==> src/rtl/status_wr_pkg.sv <==
// Shared types and constants for the status-record write sequencer.
package status_wr_pkg;

  typedef enum logic [1:0] {
    StIdle  = 2'd0,
    StStart = 2'd1,
    StWait  = 2'd2
  } wr_state_e;

  localparam int unsigned WR_DATA_W = 256;

  // Ring geometry for the default configuration; instances derive their own via the helpers.
  localparam int unsigned DEF_DATA_W       = 64;
  localparam int unsigned DEF_REGION_BYTES = 4096;
  localparam logic [31:0] DEF_BASE_ADDR    = 32'h1000_0000;
  localparam int unsigned BYTES_PER_REC    = DEF_DATA_W / 8;
  localparam logic [31:0] RING_END         = DEF_BASE_ADDR + 32'(DEF_REGION_BYTES);

  function automatic int unsigned bytes_per_rec(input int unsigned data_w);
    return data_w / 8;
  endfunction

endpackage

==> src/rtl/status_wr_ctrl_if.sv <==
// Write-request channel between the sequencer (master) and the AXI write engine (slave).
interface status_wr_ctrl_if #(
  parameter int unsigned ADDR_W = 32
);
  import status_wr_pkg::*;

  logic                 WR_START;
  logic [ADDR_W-1:0]    WR_ADRS;
  logic [WR_DATA_W-1:0] WR_DATA_IN;
  logic                 WR_DONE;

  modport master (
    output WR_START,
    output WR_ADRS,
    output WR_DATA_IN,
    input  WR_DONE
  );

  modport slave (
    input  WR_START,
    input  WR_ADRS,
    input  WR_DATA_IN,
    output WR_DONE
  );

endinterface

==> src/rtl/status_wr_fifo.sv <==
// Show-ahead synchronous FIFO with flush; full/empty derived from a registered occupancy count.
module status_wr_fifo #(
  parameter int unsigned DATA_W = 64,
  parameter int unsigned DEPTH  = 4
) (
  input  logic              clk,
  input  logic              rst_n,
  input  logic              flush,
  input  logic              push,
  input  logic              pop,
  input  logic [DATA_W-1:0] wdata,
  output logic [DATA_W-1:0] head,
  output logic              full,
  output logic              empty
);

  localparam int unsigned PtrW = (DEPTH > 1) ? $clog2(DEPTH) : 1;

  logic [DATA_W-1:0] mem_q [DEPTH];
  logic [PtrW-1:0]   wr_ptr_q, rd_ptr_q;
  logic [PtrW:0]     count_q;
  logic              do_push, do_pop;

  assign full    = (count_q == (PtrW + 1)'(DEPTH));
  assign empty   = (count_q == '0);
  assign do_push = push && !full;
  assign do_pop  = pop && !empty;
  assign head    = mem_q[rd_ptr_q];

  always_ff @(posedge clk) begin
    if (do_push && !flush) begin
      mem_q[wr_ptr_q] <= wdata;
    end
  end

  always_ff @(posedge clk or negedge rst_n) begin
    if (!rst_n) begin
      wr_ptr_q <= '0;
      rd_ptr_q <= '0;
      count_q  <= '0;
    end else if (flush) begin
      wr_ptr_q <= '0;
      rd_ptr_q <= '0;
      count_q  <= '0;
    end else begin
      if (do_push) wr_ptr_q <= wr_ptr_q + PtrW'(1);
      if (do_pop)  rd_ptr_q <= rd_ptr_q + PtrW'(1);
      if (do_push && !do_pop)      count_q <= count_q + 1'b1;
      else if (!do_push && do_pop) count_q <= count_q - 1'b1;
    end
  end

endmodule

==> src/rtl/status_wr_ctrl.sv <==
// Status-record write sequencer: buffers records and issues one START/DONE write each into a ring.
// Optional WAIT-state timeout is enabled by defining STATUS_WR_TIMEOUT_EN.
module status_wr_ctrl
  import status_wr_pkg::*;
#(
  parameter int unsigned       DATA_W       = 64,
  parameter int unsigned       ADDR_W       = 32,
  parameter logic [ADDR_W-1:0] BASE_ADDR    = 32'h1000_0000,
  parameter int unsigned       REGION_BYTES = 4096,
  parameter int unsigned       FIFO_DEPTH   = 4,
  parameter int unsigned       DONE_TIMEOUT = 1024
) (
  input  logic              ACLK,
  input  logic              ARESETN,
  input  logic              clear,
  input  logic              in_valid,
  input  logic [DATA_W-1:0] in_data,
  output logic              in_ready,
  status_wr_ctrl_if.master  wr,
  output logic              busy,
  output logic [31:0]       wr_count,
  output logic [15:0]       drop_count,
  output logic              timeout_err
);

  localparam int unsigned       RecBytes    = bytes_per_rec(DATA_W);
  localparam logic [ADDR_W-1:0] RingEndAddr = ADDR_W'(BASE_ADDR + ADDR_W'(REGION_BYTES));

  wr_state_e         state_q, state_d;
  logic [ADDR_W-1:0] adrs_q, adrs_next;
  logic [DATA_W-1:0] data_q, head;
  logic [31:0]       wr_count_q;
  logic [15:0]       drop_count_q;
  logic              abort_q, abort_d;
  logic              full, empty, push, pop;
  logic              timeout_hit, wait_exit, done_ok, latch;

  assign in_ready = !full;
  assign push     = in_valid && !full && !clear;

  status_wr_fifo #(
    .DATA_W (DATA_W),
    .DEPTH  (FIFO_DEPTH)
  ) u_fifo (
    .clk   (ACLK),
    .rst_n (ARESETN),
    .flush (clear),
    .push  (push),
    .pop   (pop),
    .wdata (in_data),
    .head  (head),
    .full  (full),
    .empty (empty)
  );

  always_ff @(posedge ACLK or negedge ARESETN) begin
    if (!ARESETN) state_q <= StIdle;
    else          state_q <= state_d;
  end

  always_comb begin
    state_d = state_q;
    unique case (state_q)
      StIdle:  if (!empty && !clear) state_d = StStart;
      StStart: state_d = StWait;
      StWait:  if (wr.WR_DONE || timeout_hit) state_d = StIdle;
      default: state_d = StIdle;
    endcase
  end

  always_comb begin
    wr.WR_START = (state_q == StStart);
    pop         = (state_q == StStart);
    busy        = (state_q != StIdle) || !empty;
  end

  assign wait_exit = (state_q == StWait) && (wr.WR_DONE || timeout_hit);
  assign done_ok   = (state_q == StWait) && wr.WR_DONE && !abort_q;
  assign latch     = (state_q == StIdle) && !empty && !clear;
  assign adrs_next = (adrs_q + ADDR_W'(RecBytes) == RingEndAddr) ? BASE_ADDR
                                                                  : adrs_q + ADDR_W'(RecBytes);

  // A clear during an in-flight write lets it finish but suppresses its bookkeeping.
  always_comb begin
    abort_d = abort_q;
    if (wait_exit)                          abort_d = 1'b0;
    else if (clear && state_q != StIdle)    abort_d = 1'b1;
  end

  always_ff @(posedge ACLK or negedge ARESETN) begin
    if (!ARESETN) begin
      adrs_q       <= BASE_ADDR;
      data_q       <= '0;
      wr_count_q   <= '0;
      drop_count_q <= '0;
      abort_q      <= 1'b0;
    end else begin
      abort_q <= abort_d;
      if (latch) data_q <= head;
      if (clear) begin
        adrs_q       <= BASE_ADDR;
        wr_count_q   <= '0;
        drop_count_q <= '0;
      end else begin
        if (done_ok) begin
          adrs_q     <= adrs_next;
          wr_count_q <= wr_count_q + 32'd1;
        end
        if (in_valid && full && drop_count_q != 16'hFFFF) begin
          drop_count_q <= drop_count_q + 16'd1;
        end
      end
    end
  end

  assign wr.WR_ADRS    = adrs_q;
  assign wr.WR_DATA_IN = WR_DATA_W'(data_q);
  assign wr_count      = wr_count_q;
  assign drop_count    = drop_count_q;

`ifdef STATUS_WR_TIMEOUT_EN
  logic [31:0] wait_cnt_q;
  logic        timeout_err_q;

  assign timeout_hit = (state_q == StWait) && !wr.WR_DONE &&
                       (wait_cnt_q == 32'(DONE_TIMEOUT - 1));

  always_ff @(posedge ACLK or negedge ARESETN) begin
    if (!ARESETN) begin
      wait_cnt_q    <= '0;
      timeout_err_q <= 1'b0;
    end else begin
      wait_cnt_q <= (state_q == StWait) ? wait_cnt_q + 32'd1 : '0;
      if (clear)            timeout_err_q <= 1'b0;
      else if (timeout_hit) timeout_err_q <= 1'b1;
    end
  end

  assign timeout_err = timeout_err_q;
`else
  logic unused_done_timeout;
  assign unused_done_timeout = ^DONE_TIMEOUT;
  assign timeout_hit         = 1'b0;
  assign timeout_err         = 1'b0;
`endif

endmodule
==> src/flat_wrapper.sv <==
// flat-port wrapper written by rule: the top's interface ports become plain ports
module status_wr_ctrl_flat import status_wr_pkg::*;
#(
  parameter int unsigned       DATA_W       = 64,
  parameter int unsigned       ADDR_W       = 32,
  parameter logic [ADDR_W-1:0] BASE_ADDR    = 32'h1000_0000,
  parameter int unsigned       REGION_BYTES = 4096,
  parameter int unsigned       FIFO_DEPTH   = 4,
  parameter int unsigned       DONE_TIMEOUT = 1024
)
  (ACLK, ARESETN, clear, in_valid, in_data, in_ready, busy, wr_count, drop_count, timeout_err, wr_WR_START, wr_WR_ADRS, wr_WR_DATA_IN, wr_WR_DONE);
  status_wr_ctrl_if #(.ADDR_W(ADDR_W)) wr_i ();
  input  logic ACLK;
  input  logic ARESETN;
  input  logic clear;
  input  logic in_valid;
  input  logic [DATA_W-1:0] in_data;
  output logic in_ready;
  output logic busy;
  output logic [31:0] wr_count;
  output logic [15:0] drop_count;
  output logic timeout_err;
  output wire logic [$bits(wr_i.WR_START)-1:0] wr_WR_START;
  output wire logic [$bits(wr_i.WR_ADRS)-1:0] wr_WR_ADRS;
  output wire logic [$bits(wr_i.WR_DATA_IN)-1:0] wr_WR_DATA_IN;
  input wire logic [$bits(wr_i.WR_DONE)-1:0] wr_WR_DONE;
  assign wr_WR_START = wr_i.WR_START;
  assign wr_WR_ADRS = wr_i.WR_ADRS;
  assign wr_WR_DATA_IN = wr_i.WR_DATA_IN;
  assign wr_i.WR_DONE = wr_WR_DONE;
  status_wr_ctrl #(.DATA_W(DATA_W), .ADDR_W(ADDR_W), .BASE_ADDR(BASE_ADDR), .REGION_BYTES(REGION_BYTES), .FIFO_DEPTH(FIFO_DEPTH), .DONE_TIMEOUT(DONE_TIMEOUT)) u_core (.ACLK(ACLK), .ARESETN(ARESETN), .clear(clear), .in_valid(in_valid), .in_data(in_data), .in_ready(in_ready), .wr(wr_i), .busy(busy), .wr_count(wr_count), .drop_count(drop_count), .timeout_err(timeout_err));
endmodule
==> config.mk <==
export PLATFORM = sky130hd
export DESIGN_NAME = status_wr_ctrl_flat
export DESIGN_NICKNAME = d
export VERILOG_FILES = /design/src/rtl/status_wr_pkg.sv /design/src/rtl/status_wr_ctrl_if.sv /design/src/rtl/status_wr_fifo.sv /design/src/rtl/status_wr_ctrl.sv /design/src/flat_wrapper.sv
export SDC_FILE = /design/constraint.sdc
export NUM_CORES = 1
export LEC_CHECK = 0
export ABC_AREA = 1
export CORE_ASPECT_RATIO = 0.9
export CORE_MARGIN = 1.5
export CORE_UTILIZATION = 40
export CTS_CLUSTER_SIZE = 10
export DETAILED_ROUTE_END_ITERATION = 8
export DONT_BUFFER_PORTS = 1
export PLACE_DENSITY_LB_ADDON = 0.25
export SLEW_MARGIN = 10
export SYNTH_ARGS = -nofsm -noshare
export SYNTH_HDL_FRONTEND = slang
export SYNTH_SLANG_ARGS = --single-unit
==> constraint.sdc <==
create_clock -name ACLK -period 10.8 [get_ports ACLK]
set_input_delay 2.16 -clock ACLK [delete_from_list [all_inputs] [get_ports ACLK]]
set_output_delay 2.16 -clock ACLK [all_outputs]
set_load 0.05 [all_outputs]
==> out/results.md, run 1 <==
| Group | Parameter | Value |
| --- | --- | --- |
| sta | Maximum frequency from static timing analysis | 0.249 GHz |
| place | Placement Cell Area | 18400 µm² |
| die | FP Rows | 74 |
| setup path | First element of the critical path | u_core.state_q[1]$_DFFE_PN0P_ |
| clock tree | Total CTS buffers | 48 |
| cells and area | Ant. Diodes | 0 |
| detailed routing | Final antenna-violating net count | 0 |
| logic synthesis | Mux cell area share after synthesis | 0% |
| clock tree | Clock tree root driver cell | clkbuf_16 |
| place | Number of buffer cells added on primary ports | 0 |
| clock tree | Post-CTS setup buffer count | 0 |
| die | Initial Util | 40.7% |
| setup path | Slack of the worst reg-to-reg path | 7.85 ns |
| sta | Transition time at the pin with the least slew margin | 1.13 ns |
| power | Peak supply drop | 0.188 mV |
| sta | Worst Skew | 0.0167 ns |
| logic synthesis | Leading cell types by total area after synthesis | edfxtp_1 41%, dfrtp_1 20%, buf_4 7.9% |
| sta | Sum of negative setup slack | 0 ns |
| setup path | Cell with the largest stage delay on the worst path | nor2_1 |
| die | Die area | 47600 µm² |
| place | Placed cell count | 2390 |
| detailed routing | Routed via count divided by cell count | 4.88 |
| global routing | Number of global-route vias before repair | 11700 |
| detailed routing | Length of routed wiring on met1 | 17700 µm |
| die | Horiz. Die Dim | 230 µm |
| detailed routing | Number of detailed-route iterations in the first pass | 5 |
| cells and area | Share of final-layout standard cells stronger than drive strength 1 | 5.78% |
| die | Count of pins on the block boundary | 409 |
| logic synthesis | Yosys reg bits | 407 |
| sta | Total count of hold-check failures in the final report | 0 |
| logic synthesis | Syn Std Cell Area | 18500 µm² |
| setup path | Peak per-stage delay on the critical path | 0.88 ns |
| logic synthesis | Xor/xnor cell area share of the yosys netlist | 0.520% |
| setup path | Reg2reg end | u_core.u_fifo.mem_q[3][8]$_DFFE_PP_ |
| place | Placer's final routability congestion estimate | 0.876 |
| sta | Final clock period utilization by the worst path | 37.2% |
| place | HPWL Detailed | 26000 µm |
| setup path | Required time of the worst setup path | 8.64 ns |
| clock tree | Number of levels in the clock H-tree | 2 |
| setup path | Launching element type of the critical path | flop |
| clock tree | Clock transition at the register clock pins on the worst setup and hold paths after CTS | 0.06 ns |
| cells and area | Net count, final | 1909 |
| logic synthesis | Combinational family with the most area after synthesis | simple AND/OR/NAND/NOR gates |
| sta | Slew Limit Fails | 0 |
| logic synthesis | Gate count after technology mapping | 1838 |
| global routing | Overall global routing resource usage | 17.7% |
| detailed routing | Starting DRC count in detailed routing | 831 |
| sta | Clock period minus final worst setup slack | 4.02 ns |
| setup path | Worst path depth | 1 |
| clock tree | Buffer depth of the longest clock path | 3 |
| logic synthesis | Average cell area after synthesis | 10.1 µm² |
| global routing | Maximum number of pins on one net before global-route repair | 152 |
| die | Area inside the core boundary | 45600 µm² |
| detailed routing | Average routed wire per standard cell | 17.2 µm |
| setup path | Critical setup path kind | reg -> out |
| cells and area | Area of all placed cells without fillers | 19800 µm² |
| place | Pre-CTS WS | 6.59 ns |
| outcome | Outcome | finished, final reports clean |
| clock tree | Quantity of hold-fixing buffers added after cts | 0 |
| detailed routing | Met2 wirelength from detailed routing | 19800 µm |
| setup path | CP Cell Sequence | nor2_1 |
| detailed routing | Highest metal layer with signal wires | met4 |
| setup path | Delay-heaviest family, CP | simple AND/OR/NAND/NOR gates |
| die | Height of the chip | 207 µm |
| logic synthesis | Portion of synthesized cell area occupied by the leading cell type | 41.5% |
| logic synthesis | Area leader, netlist | edfxtp_1 |
| power | Power density over the cells | 231 nW/µm² |
| global routing | First-pass GRT wire length | 66500 µm |
| setup path | Maximum fanout count along the critical path | 4 |
| detailed routing | Final routed wirelength across all metal layers | 42600 µm |
| global routing | Total grt overflow | 0 |
| cells and area | Fill count | 4405 |
| setup path | Worst EP arrival | 1.86 ns |
| flow run | Max-cap violations | 0 |
| logic synthesis | Post-synthesis compound-gate area fraction | 8.89% |
| cells and area | Post-layout instance count excluding filler cells | 2477 |
| logic synthesis | Warnings from Yosys | 0 |
| sta | Slack of the critical path | 6.78 ns |
| power | Total Power | 0.00459 W |
| hold path | Hold crit path type | reg -> reg |
| logic synthesis | Area fraction in and, or, nand and nor cells after synthesis | 16.4% |
| clock tree | Source-to-sink clock delay at the later pin of the worst-skew pair | 0.58 ns |
| logic synthesis | Post-synth cell types | 44 |
| power | Leakage power | 7.92 nW |
| setup path | Bufs and invs on worst path | 0 |
| detailed routing | Met3 WL | 4290 µm |
| logic synthesis | Area share of fa/ha/maj cells after synthesis | 0.581% |
| clock tree | CTS sink cnt | 407 |
| cells and area | Area overhead of the layout relative to synthesis | 7.02% |
| setup path | Type of destination of the critical path | output port |
| clock tree | CTS tree | yes |
| sta | Final setup violation count | 0 |
| clock tree | Count of cells resized by post-cts repair | 0 |
| setup path | End point of the critical path | wr_WR_START |
| sta | RSZ-0062 raised after global routing | false |
| detailed routing | Drc violations | 0 |
| setup path | R2R cell count | 4 |
| logic synthesis | Sequential element share of the synthesized area | 61.9% |
| setup path | Reg-to-Reg Start | u_core.u_fifo.count_q[2]$_DFFE_PN0P_ |
| sta | Slew headroom | 24.6% |
| detailed routing | Vias | 12100 |
| global routing | Number of antenna violations at the first check in global routing | 1 |
[layer usage]
layer / GRT usage, % / up-vias
li1: - / 5792
met1: 22.6 / 5820
met2: 28.3 / 414
met3: 7.06 / 57
met4: 4.21 / 0
met5: 0 / -
[area by class of cell]
cell class / instances / area, µm² / area share (%)
inverters: 114 / 430 / 2.17
well taps: 608 / 761 / 3.84
clock inverters: 5 / 68.8 / 0.347
flip-flops and latches: 407 / 11500 / 57.8
repair buffers: 12 / 90.1 / 0.454
clock buffers: 82 / 1350 / 6.80
multi-input cells: 1249 / 5660 / 28.5
[state kept, by name, summed over array words and instances (netlist names)]
name and flops:
u_core.drop_count 16, u_core.wr.WR_ADRS 29, u_core.u_fifo.wr_ptr_q 2, u_core.state_q 2, u_core.abort_q 1, u_core.data_q 64
u_core.u_fifo.count_q 3, u_core.wr_count 32, u_core.u_fifo.mem_q 256, u_core.u_fifo.rd_ptr_q 2
[cells by family after synthesis]
| family | count (synthesis) |
|---|---|
| AO/OA/AOI/OAI | 301 |
| XOR/XNOR | 11 |
| adder cells (fa/ha/maj) | 8 |
| buffers and inverters | 377 |
| flip-flops | 407 |
| other | 1 |
| AND/OR/NAND/NOR | 733 |
[synth_stat cells (all sizes together)]
master	number
o21bai	2
conb	1
clkbuf	52
edfxtp	256
a21o	1
o21ai	187
nor3	21
fa	1
xor2	9
and2	3
dfstp	1
nand3	43
nor4	2
a31oi	2
and3	2
nand4	20
ha	7
o21ba	1
o21a	3
nor3b	3
dfrtp	150
nand2	398
a21oi	23
a221oi	2
buf	211
a22o	1
a211oi	2
inv	114
o211a	1
nor2	241
xnor2	2
o22ai	74
o31ai	2
[how the worst min path moves through the flow]
stage | from | endpoint | slack (ns) | cells past startpoint
after global placement | u_core.u_fifo.wr_ptr_q[0]$_DFFE_PN0P_ | u_core.u_fifo.wr_ptr_q[0]$_DFFE_PN0P_ | 0.56 | 1
after CTS | u_core.state_q[0]$_DFFE_PN0P_ | u_core.state_q[1]$_DFFE_PN0P_ | 0.58 | 3
after global routing | u_core.state_q[1]$_DFFE_PN0P_ | u_core.state_q[1]$_DFFE_PN0P_ | 0.61 | 2
after detailed placement | u_core.state_q[0]$_DFFE_PN0P_ | u_core.state_q[1]$_DFFE_PN0P_ | 0.56 | 3
final | u_core.state_q[0]$_DFFE_PN0P_ | u_core.state_q[1]$_DFFE_PN0P_ | 0.58 | 3
after floorplan | u_core.state_q[0]$_DFFE_PN0P_ | u_core.state_q[1]$_DFFE_PN0P_ | 0.51 | 3
[stage by stage]
step	util, %	hold WS [ns]
after CTS	43.5	0.579
after global routing	43.5	0.613
final	43.5	0.579
after detailed placement	40.4	0.564
after floorplan	-	0.515
after global placement	40.4	0.556
[layout by cell type (no fill, tap or decap), types with 4 or more instances in the layout]
cell / Yosys / final
o22ai_1: 74 / 74
xor2_1: 9 / 9
o21ai_0: 183 / 183
inv_1: 110 / 108
dfrtp_1: 150 / 148
clkbuf_1: 52 / 32
a21oi_1: 23 / 23
nand2_2: 7 / 7
nand2_1: 390 / 390
ha_1: 7 / 7
conb_1: 1 / 196
nand3_1: 42 / 42
edfxtp_1: 256 / 256
nor2_1: 229 / 225
buf_4: 196 / 12
nor2_2: 6 / 6
nand4_1: 20 / 20
clkbuf_16: 0 / 48
nor2_4: 6 / 10
inv_2: 4 / 5
o21ai_1: 4 / 4
nor3_1: 17 / 16
[power by group]
group / internal (W) / leakage, nW / switching, W / total [W]
registers: 0.00185 / 4.31 / 0.000543 / 0.00239
clock network: 0.000849 / 0.677 / 0.000617 / 0.00147
logic: 0.000167 / 2.93 / 0.000567 / 0.000734
Power figures use the tool's default switching activity.
==> run 2, diff against run 1 <==
clock period = 4 ns   (was 10.8 ns; I/O delays follow)
==> out/results.md, run 2 (same netlist as run 1, synthesis figures left out) <==
| Group | Parameter | Value | Change |
| --- | --- | --- | --- |
| outcome | Outcome | finished with violations |  |
| outcome | Violations in the final reports | hold timing |  |
| detailed routing | Starting DRC count in detailed routing | 797 | -4.1% |
| cells and area | Share of final-layout standard cells stronger than drive strength 1 | 6.03% | +0.25 points |
| cells and area | Fill count | 4329 | -1.7% |
| sta | Clock period minus final worst setup slack | 2.66 ns |  |
| global routing | Number of global-route vias before repair | 11500 | -2.0% |
| die | FP Rows | 74 | unchanged |
| detailed routing | Final routed wirelength across all metal layers | 44000 µm | +3.2% |
| power | Power density over the cells | 628 nW/µm² | +170% |
| setup path | Required time of the worst setup path | 4.46 ns | -4.18 ns |
| clock tree | Clock transition at the register clock pins on the worst setup and hold paths after CTS | 0.06 ns | about the same |
| die | Die area | 47600 µm² | unchanged |
| detailed routing | Vias | 12100 | +0.27% |
| die | Initial Util | 40.7% | unchanged |
| setup path | Maximum fanout count along the critical path | 10 | +6 |
| sta | RSZ-0062 raised after global routing | false |  |
| cells and area | Top reg by flops | u_core.u_fifo.mem_q |  |
| power | Peak supply drop | 0.409 mV | +120% |
| sta | Worst Skew | 0.0195 ns | +0.00282 ns |
| sta | Final setup violation count | 0 | unchanged |
| die | Area inside the core boundary | 45600 µm² | unchanged |
| cells and area | Utilization after layout | 43.8% | +0.23 points |
| die | Height of the chip | 207 µm | unchanged |
| clock tree | CTS sink cnt | 407 | unchanged |
| place | Placer's final routability congestion estimate | 0.869 | -0.83% |
| place | HPWL Detailed | 25400 µm | -2.2% |
| setup path | Launching element type of the critical path | flop |  |
| sta | Maximum frequency from static timing analysis | 0.376 GHz |  |
| setup path | Worst EP arrival | 3.11 ns | +1.25 ns |
| cells and area | Net count, final | 1912 | +0.16% |
| hold path | Hold crit path type | in -> async |  |
| global routing | Total grt overflow | 0 | unchanged |
| clock tree | Buffer depth of the longest clock path | 3 | unchanged |
| sta | Final clock period utilization by the worst path | 66.5% |  |
| cells and area | Ant. Diodes | 0 | unchanged |
| cells and area | Commonest non-fill, non-tap cells in the layout | 390 x nand2_1, 256 x edfxtp_1, 225 x nor2_1 |  |
| global routing | Overall global routing resource usage | 18.1% | +0.40 points |
| cells and area | Flip-flop count of the largest register, all copies and words added | 256 | unchanged |
| clock tree | Source-to-sink clock delay at the later pin of the worst-skew pair | 0.59 ns | about the same |
| sta | Transition time at the pin with the least slew margin | 1.09 ns | -0.0361 ns |
| die | Horiz. Die Dim | 230 µm | unchanged |
| cells and area | Area overhead of the layout relative to synthesis | 7.59% |  |
| global routing | Number of antenna violations at the first check in global routing | 0 | -1 |
| sta | Slew Limit Fails | 0 | unchanged |
| clock tree | Clock tree root driver cell | clkbuf_16 |  |
| die | Count of pins on the block boundary | 409 | unchanged |
| sta | Total count of hold-check failures in the final report | 150 | +150 |
| sta | Final Hold Slack | -0.0796 ns | -0.659 ns |
| global routing | Maximum number of pins on one net before global-route repair | 152 | unchanged |
| sta | Slew headroom | 27.2% | +2.6 points |
| detailed routing | Drc violations | 0 | unchanged |
| detailed routing | Number of detailed-route iterations in the first pass | 5 | unchanged |
| clock tree | Total CTS buffers | 48 | unchanged |
| setup path | Type of destination of the critical path | flop |  |
| detailed routing | Final antenna-violating net count | 0 | unchanged |
| power | Leakage power | 7.97 nW | +0.55% |
| global routing | First-pass GRT wire length | 68000 µm | +2.2% |
| clock tree | CTS tree | yes |  |
| detailed routing | Average routed wire per standard cell | 17.7 µm | +3.1% |
| cells and area | Post-layout instance count excluding filler cells | 2481 | +0.16% |
| detailed routing | Routed via count divided by cell count | 4.88 | +0.11% |
| place | Placed cell count | 2393 | +0.13% |
| cells and area | Most common cell after layout, fill and taps aside | nand2_1 |  |
| setup path | Critical setup path kind | reg -> reg |  |
| flow run | Max-cap violations | 0 | unchanged |
| clock tree | Number of levels in the clock H-tree | 2 | unchanged |
| place | Number of buffer cells added on primary ports | 0 | unchanged |
==> run 2: worst max-delay path: stages (launching register included) <==
cell and delay (ns):
dfrtp_1 0.37, nor2_1 0.14, nand2_1 0.36, nand3_1 0.62
nor2_1 0.19, fa_1 0.42, xnor2_1 0.17, xor2_1 0.16
o22ai_1 0.10
==> run 2: path summary, 6_finish.rpt <==
kind                                                       from                                    end  slack, ns  cells after the start
setup / recovery           u_core.u_fifo.count_q[1]$_DFFE_PN0P_   u_core.u_fifo.count_q[2]$_DFFE_PN0P_       1.34                      8
min in group ACLK                                         clear  u_core.u_fifo.rd_ptr_q[1]$_DFFE_PN0P_       0.29                      1
max in group asynchronous                               ARESETN      u_core.wr.WR_ADRS[28]$_DFFE_PN1P_       3.88                      0
hold reg to reg                   u_core.state_q[0]$_DFFE_PN0P_          u_core.state_q[1]$_DFFE_PN0P_       0.56                      3
setup reg to reg           u_core.u_fifo.count_q[1]$_DFFE_PN0P_   u_core.u_fifo.count_q[2]$_DFFE_PN0P_       1.34                      8
hold / removal                                          ARESETN      u_core.drop_count[13]$_DFFE_PN0P_      -0.08                      0
==> run 2: metal layers <==
layer	track usage, %	vias to the layer above	share of wire (%)
li1	-	5787	-
met1	23.3	5910	42
met2	29.4	358	48
met3	5.82	61	8.1
met4	4.96	0	1.9
met5	0	-	0
==> run 2: report_power, final <==
group	total [W]	switching, W	internal [W]
logic	0.00201	0.00153	0.000476
clock network	0.00401	0.00169	0.00233
registers	0.00650	0.00152	0.00498
total	0.0125	0.00474	0.00779
==> run 2: final cells by class <==
cell class / instances / area (µm²) / area share (%)
clock buffer: 83 / 1370 / 6.88
clock inverter: 5 / 65.1 / 0.326
inverter: 114 / 430 / 2.16
multi-input combinational: 1249 / 5660 / 28.4
sequential: 407 / 11500 / 57.5
tap: 608 / 761 / 3.82
timing repair buffer: 15 / 175 / 0.879
==> run 2: repair_timing <==
item | in CTS | in global routing
gates resized for setup | 0 | 0
endpoints found under the hold margin | 150 | 150
buffers inserted | 0 | 0
==> run 2: metrics by stage <==
| stage | power (W) | hold slack, ns | setup slack (ns) | instance area (µm²) | setup TNS [ns] |
|---|---|---|---|---|---|
| after floorplan | 0.00819 | 0.504 | -0.361 | 19300 | -92.54 |
| after global placement | 0.00859 | 0.508 | 1.25 | 18500 | 0 |
| after detailed placement | 0.00863 | 0.509 | 1.22 | 18500 | 0 |
| after CTS | 0.0127 | -0.127 | 1.30 | 19900 | 0 |
| after global routing | 0.0131 | -0.120 | 1.11 | 19900 | 0 |
| final | 0.0125 | -0.0796 | 1.34 | 19900 | 0 |
==> run 3, diff against run 2 <==
clock period = 2.6 ns   (was 4 ns; I/O delays follow)
==> out/results.md, run 3 (same netlist as run 1, synthesis figures left out) <==
| Group | Parameter | Value | Change |
| --- | --- | --- | --- |
| outcome | Outcome | finished with violations |  |
| outcome | Violations in the final reports | hold timing |  |
| power | Power density over the cells | 925 nW/µm² | +47% |
| place | Number of buffer cells added on primary ports | 0 | unchanged |
| clock tree | Buffer depth of the longest clock path | 3 | unchanged |
| setup path | Delay-heaviest family, CP | simple AND/OR/NAND/NOR gates |  |
| setup path | Critical setup path kind | reg -> reg |  |
| global routing | Number of global-route vias before repair | 12400 | +8.1% |
| sta | Final clock period utilization by the worst path | 87.8% | +21 points |
| detailed routing | Vias | 12700 | +5.2% |
| setup path | Maximum fanout count along the critical path | 10 | unchanged |
| cells and area | Utilization after layout | 46.6% | +2.9 points |
| detailed routing | Starting DRC count in detailed routing | 819 | +2.8% |
| setup path | Required time of the worst setup path | 3.07 ns | -1.39 ns |
| sta | Total count of hold-check failures in the final report | 151 | +0.67% |
| clock tree | Clock transition at the register clock pins on the worst setup and hold paths after CTS | 0.06 ns | about the same |
| sta | RSZ-0062 raised after global routing | false |  |
| global routing | Overall global routing resource usage | 18.8% | +0.72 points |
| detailed routing | Final antenna-violating net count | 0 | unchanged |
| sta | Slew Limit Fails | 0 | unchanged |
| global routing | Number of antenna violations at the first check in global routing | 6 | +6 |
| cells and area | Post-layout instance count excluding filler cells | 2622 | +5.7% |
| flow run | Max-cap violations | 0 | unchanged |
| die | Die area | 47600 µm² | unchanged |
| sta | Final setup violation count | 0 | unchanged |
| hold path | Hold crit path type | in -> async |  |
| sta | Transition time at the pin with the least slew margin | 0.795 ns | -0.296 ns |
| place | HPWL Detailed | 27700 µm | +9.1% |
| sta | Slew headroom | 47.0% | +20 points |
| cells and area | Flip-flop count of the largest register, all copies and words added | 256 | unchanged |
| place | Placement Cell Area | 19100 µm² | +3.1% |
| die | Initial Util | 40.7% | unchanged |
| sta | Maximum frequency from static timing analysis | 0.438 GHz | +17% |
| cells and area | Area of all placed cells without fillers | 21300 µm² | +6.6% |
| cells and area | Most common cell after layout, fill and taps aside | nand2_1 |  |
| sta | Final Hold Slack | -0.377 ns | -0.297 ns |
| sta | Clock period minus final worst setup slack | 2.28 ns | -0.377 ns |
| sta | Worst Skew | 0.0158 ns | -0.00373 ns |
| setup path | Bufs and invs on worst path | 0 | unchanged |
| die | Height of the chip | 207 µm | unchanged |
| cells and area | Area overhead of the layout relative to synthesis | 14.7% |  |
| global routing | First-pass GRT wire length | 70700 µm | +4.0% |
| cells and area | Commonest non-fill, non-tap cells in the layout | 389 x nand2_1, 256 x edfxtp_1, 225 x nor2_1 |  |
| power | Peak supply drop | 0.598 mV | +46% |
| place | Placed cell count | 2459 | +2.8% |
| global routing | Maximum number of pins on one net before global-route repair | 152 | unchanged |
| setup path | CP Cell Sequence | nor2_1 > nand2_2 > nand3_2 > nor2_1 > fa_1 > xnor2_1 > xor2_1 > o22ai_1 |  |
| detailed routing | Routed via count divided by cell count | 4.86 | -0.43% |
| place | Pre-CTS WS | 0.319 ns | -0.906 ns |
| clock tree | Quantity of hold-fixing buffers added after cts | 70 |  |
| setup path | Most used cell, CP | nor2_1 |  |
| clock tree | Count of cells resized by post-cts repair | 0 | unchanged |
| clock tree | CTS sink cnt | 407 | unchanged |
| die | Area inside the core boundary | 45600 µm² | unchanged |
| detailed routing | Drc violations | 0 | unchanged |
| sta | Slack of the critical path | 0.318 ns | -1.02 ns |
| cells and area | Share of final-layout standard cells stronger than drive strength 1 | 9.00% | +3.0 points |
| setup path | Type of destination of the critical path | flop |  |
| clock tree | Source-to-sink clock delay at the later pin of the worst-skew pair | 0.59 ns | about the same |
| clock tree | Post-CTS setup buffer count | 0 | unchanged |
| cells and area | Net count, final | 2048 | +7.1% |
| detailed routing | Final routed wirelength across all metal layers | 45300 µm | +3.1% |
| clock tree | Number of levels in the clock H-tree | 2 | unchanged |
| die | FP Rows | 74 | unchanged |
| setup path | Launching element type of the critical path | flop |  |
| setup path | Peak per-stage delay on the critical path | 0.40 ns | -0.22 ns |
| clock tree | Total CTS buffers | 48 | unchanged |
| die | Count of pins on the block boundary | 409 | unchanged |
| setup path | Cell with the largest stage delay on the worst path | fa_1 |  |
| clock tree | Clock tree root driver cell | clkbuf_16 |  |
| global routing | Total grt overflow | 0 | unchanged |
| detailed routing | Average routed wire per standard cell | 17.3 µm | -2.4% |
| cells and area | Top reg by flops | u_core.u_fifo.mem_q |  |
| setup path | Worst EP arrival | 2.75 ns | -0.36 ns |
| power | Leakage power | 8.65 nW | +8.6% |
| detailed routing | Number of detailed-route iterations in the first pass | 5 | unchanged |
| place | Placer's final routability congestion estimate | 0.869 | about the same |
| sta | Sum of negative setup slack | 0 ns | unchanged |
| die | Horiz. Die Dim | 230 µm | unchanged |
| clock tree | CTS tree | yes |  |
| cells and area | Fill count | 4257 | -1.7% |
[run 3: final timing paths]
| path | end | slack, ns | start | depth (start not counted) |
|---|---|---|---|---|
| max | u_core.u_fifo.count_q[2]$_DFFE_PN0P_ | 0.32 | u_core.u_fifo.count_q[1]$_DFFE_PN0P_ | 8 |
| min | u_core.data_q[1]$_DFFE_PN0P_ | -0.38 | ARESETN | 0 |
| min in group ACLK | u_core.wr_count[26]$_DFFE_PN0P_ | 0.08 | clear | 2 |
| min reg2reg | u_core.drop_count[3]$_DFFE_PN0P_ | 0.52 | u_core.drop_count[3]$_DFFE_PN0P_ | 1 |
| max in group asynchronous | u_core.wr.WR_ADRS[28]$_DFFE_PN1P_ | 2.65 | ARESETN | 0 |
| max reg2reg | u_core.u_fifo.count_q[2]$_DFFE_PN0P_ | 0.32 | u_core.u_fifo.count_q[1]$_DFFE_PN0P_ | 8 |
[run 3: layout make-up]
cell class                      count  area [µm²]  area share [%]
Sequential cell                   407       11500            54.0
Multi-Input combinational cell   1249        5670            26.7
Timing Repair Buffer              151        1430            6.75
Clock buffer                       83        1360            6.41
Tap cell                          608         761            3.58
Inverter                          114         430            2.03
Clock inverter                      6         113           0.530
Antenna cell                        4        10.0          0.0471
[run 3: through the flow]
step | hold slack, ns | total power (W)
after floorplan | 0.224 | 0.0126
after global placement | 0.228 | 0.0133
after detailed placement | 0.229 | 0.0134
after CTS | -0.417 | 0.0199
after global routing | -0.407 | 0.0205
final | -0.377 | 0.0197
[run 3: worst reg2reg max path, stage by stage (launching register included)]
cell	delay [ns]
dfrtp_1	0.37
nor2_1	0.16
nand2_2	0.26
nand3_2	0.36
nor2_1	0.15
fa_1	0.40
xnor2_1	0.18
xor2_1	0.17
o22ai_1	0.10
[run 3: metal layers]
metal | GRT usage [%] | up-vias | share of wire, %
met5 | 0 | - | 0.051
met4 | 5.16 | 4 | 1.8
met3 | 4.47 | 62 | 6.5
met2 | 30.6 | 405 | 47
met1 | 25.2 | 6205 | 45
li1 | - | 6073 | -
[run 3: where the power goes]
part,internal [W],switching (W)
clock network,0.00367,0.00265
logic,0.000910,0.00256
registers,0.00766,0.00221
total,0.0122,0.00742
